===== config.mk =====
export PLATFORM = sky130hd
export DESIGN_NAME = reg_file_mp
export DESIGN_NICKNAME = d
export VERILOG_FILES = /design/src/rtl/reg_file_mp.sv
export SDC_FILE = /design/constraint.sdc
export NUM_CORES = 2
export LEC_CHECK = 0
export CORE_ASPECT_RATIO = 2
export CORE_MARGIN = 3
export CORE_UTILIZATION = 25
export DETAILED_ROUTE_END_ITERATION = 10
export PLACE_DENSITY = 0.36
export SLEW_MARGIN = 20
export SYNTH_ARGS = -nofsm -noshare
export SYNTH_HDL_FRONTEND = slang
export SYNTH_SLANG_ARGS = --single-unit

===== constraint.sdc =====
create_clock -name clk -period 2.34 [get_ports clk]
set_clock_uncertainty 0.1 [all_clocks]
set_input_delay 0.234 -clock clk [delete_from_list [all_inputs] [get_ports clk]]
set_output_delay 0.234 -clock clk [all_outputs]
set_load 0.02 [all_outputs]

===== src/rtl/reg_file_mp.sv =====
// Parametrised 2R2W register file with fixed write priority (port 1 wins),
// write-to-read bypass and a hardware clear sequencer that zeroes every entry.
module reg_file_mp #(
  parameter int DWIDTH   = 32,
  parameter int AWIDTH   = 5,
  parameter int DEPTH    = 32,
  parameter int ZERO_REG = 1
) (
  input  logic              clk,
  input  logic              rst,
  input  logic              clr,
  output logic              busy,
  input  logic              we0,
  input  logic [AWIDTH-1:0] wa0,
  input  logic [DWIDTH-1:0] wd0,
  input  logic              we1,
  input  logic [AWIDTH-1:0] wa1,
  input  logic [DWIDTH-1:0] wd1,
  input  logic [AWIDTH-1:0] ra1,
  input  logic [AWIDTH-1:0] ra2,
  output logic [DWIDTH-1:0] rd1,
  output logic [DWIDTH-1:0] rd2
);
  typedef enum logic {CLEAR, READY} state_t;

  localparam logic [AWIDTH:0]   DEPTH_W = (AWIDTH+1)'(DEPTH);
  localparam logic [AWIDTH-1:0] LAST    = AWIDTH'(DEPTH-1);

  state_t                         state;
  logic [AWIDTH-1:0]              clr_idx;
  logic [DEPTH-1:0][DWIDTH-1:0]   mem;
  logic                           ready, ok0, ok1;
  logic [1:0][AWIDTH-1:0]         ra;
  logic [1:0][DWIDTH-1:0]         rd;

  assign busy = (state == CLEAR);

  // A write is "ok" only if it will really commit; bypass keys off the same term
  assign ready = (state == READY) && !rst;
  assign ok0   = ready && we0 && ({1'b0, wa0} < DEPTH_W) && !((ZERO_REG != 0) && (wa0 == '0));
  assign ok1   = ready && we1 && ({1'b0, wa1} < DEPTH_W) && !((ZERO_REG != 0) && (wa1 == '0));

  always_ff @(posedge clk) begin
    if (rst) begin
      state   <= CLEAR;
      clr_idx <= '0;
    end else begin
      case (state)
        CLEAR: begin
          if (clr_idx == LAST) begin
            state   <= READY;
            clr_idx <= '0;
          end else begin
            clr_idx <= clr_idx + 1'b1;
          end
        end
        READY: begin
          if (clr) begin
            state   <= CLEAR;
            clr_idx <= '0;
          end
        end
        default: begin
          state   <= CLEAR;
          clr_idx <= '0;
        end
      endcase
    end
  end

  // Storage is deliberately not reset; the clear sequence owns zeroing.
  always_ff @(posedge clk) begin
    for (int e = 0; e < DEPTH; e++) begin
      if (!rst && (state == CLEAR) && (clr_idx == AWIDTH'(e)))
        mem[e] <= '0;
      else if (ok1 && (wa1 == AWIDTH'(e)))
        mem[e] <= wd1;
      else if (ok0 && (wa0 == AWIDTH'(e)))
        mem[e] <= wd0;
    end
  end

  assign ra  = {ra2, ra1};
  assign rd1 = rd[0];
  assign rd2 = rd[1];

  always_comb begin
    rd = '0;
    for (int p = 0; p < 2; p++) begin
      if (busy || ({1'b0, ra[p]} >= DEPTH_W) || ((ZERO_REG != 0) && (ra[p] == '0)))
        rd[p] = '0;
      else if (ok1 && (wa1 == ra[p]))
        rd[p] = wd1;
      else if (ok0 && (wa0 == ra[p]))
        rd[p] = wd0;
      else
        for (int e = 0; e < DEPTH; e++)
          if (ra[p] == AWIDTH'(e)) rd[p] = mem[e];
    end
  end
endmodule


==> results of run 1 <==
synthesized netlist by cell type (all sizes together) (27+ instances only):
library cell  instances  area [sq um]
a211oi             1037          7790
a21oi               270          1350
a221oi               69           617
a222oi               32           320
a22o                 56           490
a22oi               399          3000
and2                 56           350
and3                 53           332
buf                 381          2050
clkbuf              600          2280
dfxtp              1030         20600
mux2                 39           439
mux2i              1054         10600
nand2               317          1190
nand2b               27           169
nand3               107           536
nand4                73           457
nor2               1302          5040
nor3                 82           453
o211ai               33           248
o21ai               245          1230
o22ai                39           244
cells by family after synthesis:
group / count (synthesis) / share of synthesized area
AO/OA/AOI/OAI: 2455 / 0.275
adder cells (fa/ha/maj): 6 / 0.00117
multiplexers: 1101 / 0.174
buffers and inverters: 1005 / 0.0690
XOR/XNOR: 20 / 0.00274
AND/OR/NAND/NOR: 2196 / 0.156
flip-flops: 1030 / 0.322
per-stage QoR:
step,setup WS (ns),std cells,TNS [ns]
after CTS,-1.32,13300,-99.61
after detailed placement,-2.38,12900,-730.46
after global placement,-3.81,12900,-728.41
after floorplan,-0.0548,7813,-0.338
routing by layer:
layer,track usage,overflow
met1,0.594,0
met4,0.714,7
met2,0.861,11
met3,0.310,0
met5,0.0297,0
what timing repair did:
item / in CTS
resized for setup: 1057
hold endpoints to repair: 210
setup buffers: 174
endpoints found under the setup margin: 1048
cloned: 10
pin swaps: 234
hold buffers: 25
==> reports/results.ini, run 1 <==
[floorplan]
die_width_um = 364
rows = 262
start_util = 0.251
die_y_um = 722
io_pins = 154

[place]
postPlaceCellArea_sq_mm = 0.0933
gp_congestion = 1.10
dp_hpwl_mm = 591
portBuffers = 153

[synth]
yosysUniqueCellTypes = 98
ys.flop_type = dfxtp_1
ys_ff_latch = 1030
syn_avg_cell_area_sq_um = 8.20
ys_warn_count = 0
syn_area_sq_mm = 0.0640
synthArstFlopShare = 0
ys_seq_area_frac = 0.322
synth-edff-count = 0
syn_nets = 7908
synthCells = 7813

[global_routing]
grt_overflow = 18
grt_pass1_wl_mm = 1050
grt_pass1_vias = 92400
grt_max_degree = 53
track_usage = 0.609

[clocking]
clk_path_buf_depth = 3
numCtsBuffers = 117
root_buffer = clkbuf_16
htreeDepth = 3
clock-sinks = 1030

[outcome]
error_line = [ERROR GRT-0116] Global routing finished with congestion. Check the congestion regions in the DRC Viewer.
status = aborted with a tool error
lastStage = global routing (5_1_grt)

==> run 2, diff against run 1 <==
- CORE_ASPECT_RATIO: 2 -> default
- CORE_UTILIZATION: 25 -> 20
- PLACE_DENSITY: 0.36 -> default
- PLACE_DENSITY_LB_ADDON: default -> 0.15
- clock period: 2.34 -> 3 ns (I/O delays scaled with it)
==> reports/results.ini, run 2 <==
[synth]
yosysUniqueCellTypes = 98  ; unchanged
synth_commonest_cells = nor2_1 (1,268), mux2i_1 (1,054), a211oi_1 (1,036), dfxtp_1 (1,030), clkbuf_1 (579)
syn_avg_cell_area_sq_um = 8.20  ; unchanged
synth_area_leaders = dfxtp_1 (32%), mux2i_1 (16%), a211oi_1 (12%), nor2_1 (7.4%), a22oi_1 (4.7%)
synthCells = 7813  ; unchanged
synth-edff-count = 0  ; unchanged
synth_top_area_share = 0.322  ; unchanged
synthArstFlopShare = 0  ; unchanged
ys_seq_area_frac = 0.322  ; unchanged
ys_ff_latch = 1030  ; unchanged
syn_nets = 7908  ; unchanged
syn_area_sq_mm = 0.0640  ; unchanged
yosys.area.top_type = dfxtp_1
yosysMostFrequentCell = nor2_1
ys_warn_count = 0  ; unchanged
ys.flop_type = dfxtp_1

[hold_path]
hold_class = in2reg
hold_depth = 4
min_to = mem[1005]
worstHoldStart = wd1[13]

[global_routing]
use_met3 = 0.0981
grt.busiest_layer = met2
antenna_found_initial = 56
grt_pass1_vias = 74900
grt_overflow = 0
grt_max_degree = 65
use_met2 = 0.519
track_usage = 0.358
use_met1 = 0.453
grt_pass1_wl_mm = 777

[cells_and_area]
reg.largest.list = mem x1024, clr_idx x5, state x1
largest-register = mem
drive_gt1_frac = 0.292
nFillCells = 33500
area_delta_synth_final_pct = 45.1
stdcell_area_sq_mm = 0.0929
most-common-layout-cells = buf_4 (1,298), nor2_1 (1,208), mux2i_1 (1,053)
utilization = 0.292
largest_reg_flops = 1024
layout_commonest_cell = buf_4
finalNetCount = 9024

[routing]
dr.pass1.iters = 8
ant_nets = 0
wl_per_cell_um = 46.1
drc_errors = 0
dr_total_vias = 80500
vias_per_cell = 6.07
drtIter0Drc = 13400
routed_wl_mm = 611

[clocking]
clkTransAtPathRegs_ns = 0.05
numCtsBuffers = 151  ; +29%
clock-sinks = 1030  ; unchanged
htreeDepth = 4  ; +1
cts_tree = built
clkLatencyLatePin_ns = 0.89
clk_path_buf_depth = 4  ; +1
root_buffer = clkbuf_16

[flow_run]
cap_violations = 0

[power]
power_uw = 37600
p_per_area_mw_per_mm2 = 405
p_leak_uw = 0.0387
vdd_drop_max_uv = 459

[sta]
finalSetupViolations = 64
worst_slack_ns = -1.64
slew_viol_final = 0
hold_violations = 0
fin_crit_ns = 4.64
rsz0062_at_grt = yes
worst_pin_slew_ns = 1.15
max-slew-margin-rel = 0.233
fmax_mhz = 216
period_share = 1.55

[floorplan]
core-area_sq_mm = 0.318
die_y_um = 572  ; -21%
io_pins = 154  ; unchanged
die_width_um = 572  ; +57%
dieArea_sq_mm = 0.327
rows = 207  ; -21%
start_util = 0.201  ; -0.0502

[setup_path]
cp.required_ns = 2.60
crit_path_end_kind = output pin
crit_fanout = 16
r2r_end = mem[6]
path_class = in2out
cp.arrival_ns = 4.24
regToRegSetupSlack_ns = 0.03
r2r-start = state
start_kind = primary input
rr_worst_depth = 11

[place]
postPlaceCellArea_sq_mm = 0.0840  ; -10%
dp_hpwl_mm = 459  ; -22%
pre_cts_slack_ns = -1.74  ; +0.634 ns
gp_congestion = 1.04  ; -5.3%
portBuffers = 153  ; unchanged

[outcome]
violations = negative setup slack
status = finished, violations left

==> run 2: kinds of logic after synthesis <==
family,count (synthesis),synth area share
AO/OA/AOI/OAI,2455,0.275
AND/OR/NAND/NOR,2196,0.156
multiplexers,1101,0.174
flip-flops,1030,0.322
buffers and inverters,1005,0.0690
XOR/XNOR,20,0.00274
adder cells (fa/ha/maj),6,0.00117
==> run 2: report_power, final <==
group,leakage [uW],internal (uW),switching (uW),total (uW)
Sequential,0.00831,13800,202,14000
Clock,0.00239,11000,7760,18800
Combinational,0.0280,1470,3350,4820
==> run 2: repair_timing <==
action	in CTS	in global routing
pin swaps	127	87
gates cloned	3	2
endpoints found under the setup margin	65	82
hold buffers	35	0
buffers inserted	91	43
gates resized for setup	517	185
endpoints found under the hold margin	304	0
==> run 2: through the flow <==
| stage | TNS [ns] | hold slack (ns) | instances |
|---|---|---|---|
| 6_report | -51.24 | 0.0441 | 13300 |
| 5_1_grt | -51.75 | 0.0542 | 13200 |
| 4_1_cts | -51.92 | 0.0101 | 13200 |
| 3_5_place_dp | -77.20 | 0.372 | 12800 |
| 3_3_place_gp | -75.18 | 0.356 | 12800 |
| 2_1_floorplan | 0 | 0.304 | 7813 |
==> run 2: critical path, stage by stage <==
cell and delay (ns):
buf_6 0.31, or2_1 0.21, buf_12 0.19, nor2_4 0.09, buf_12 0.17, buf_4 0.15, a222oi_1 0.98, o211ai_1 0.65
a211oi_2 0.36, buf_4 0.20, a311oi_2 0.05, o221a_4 0.33, buf_12 0.15
==> run 2: how the worst max path moves through the flow <==
stage                   from       to  slack (ns)
floorplan             ra2[1]  rd2[12]        0.20
global placement      ra1[4]  rd1[12]       -1.80
detailed placement    ra1[4]  rd1[12]       -1.74
CTS                 mem[300]  rd1[12]       -1.51
global route        mem[300]  rd1[12]       -1.41
finish                ra1[0]  rd1[12]       -1.64
==> run 2: final cells by class <==
class,instances,area [sq um],share of cell area
clock inverter,43,553,0.00595
multi-input combinational,5778,41800,0.450
timing repair buffer,1944,20100,0.217
inverter,24,93.8,0.00101
sequential,1030,20600,0.222
antenna,44,110,0.00118
clock buffer,211,4330,0.0466
tap,4180,5230,0.0563
==> run 2: per-layer routing <==
metal | vias up | routed length [um]
met5 | - | 108
li1 | 31700 | -
met2 | 6462 | 250000
met1 | 40600 | 243000
met3 | 1723 | 64100
met4 | 16 | 53800
(Power assumes the default switching activity.)
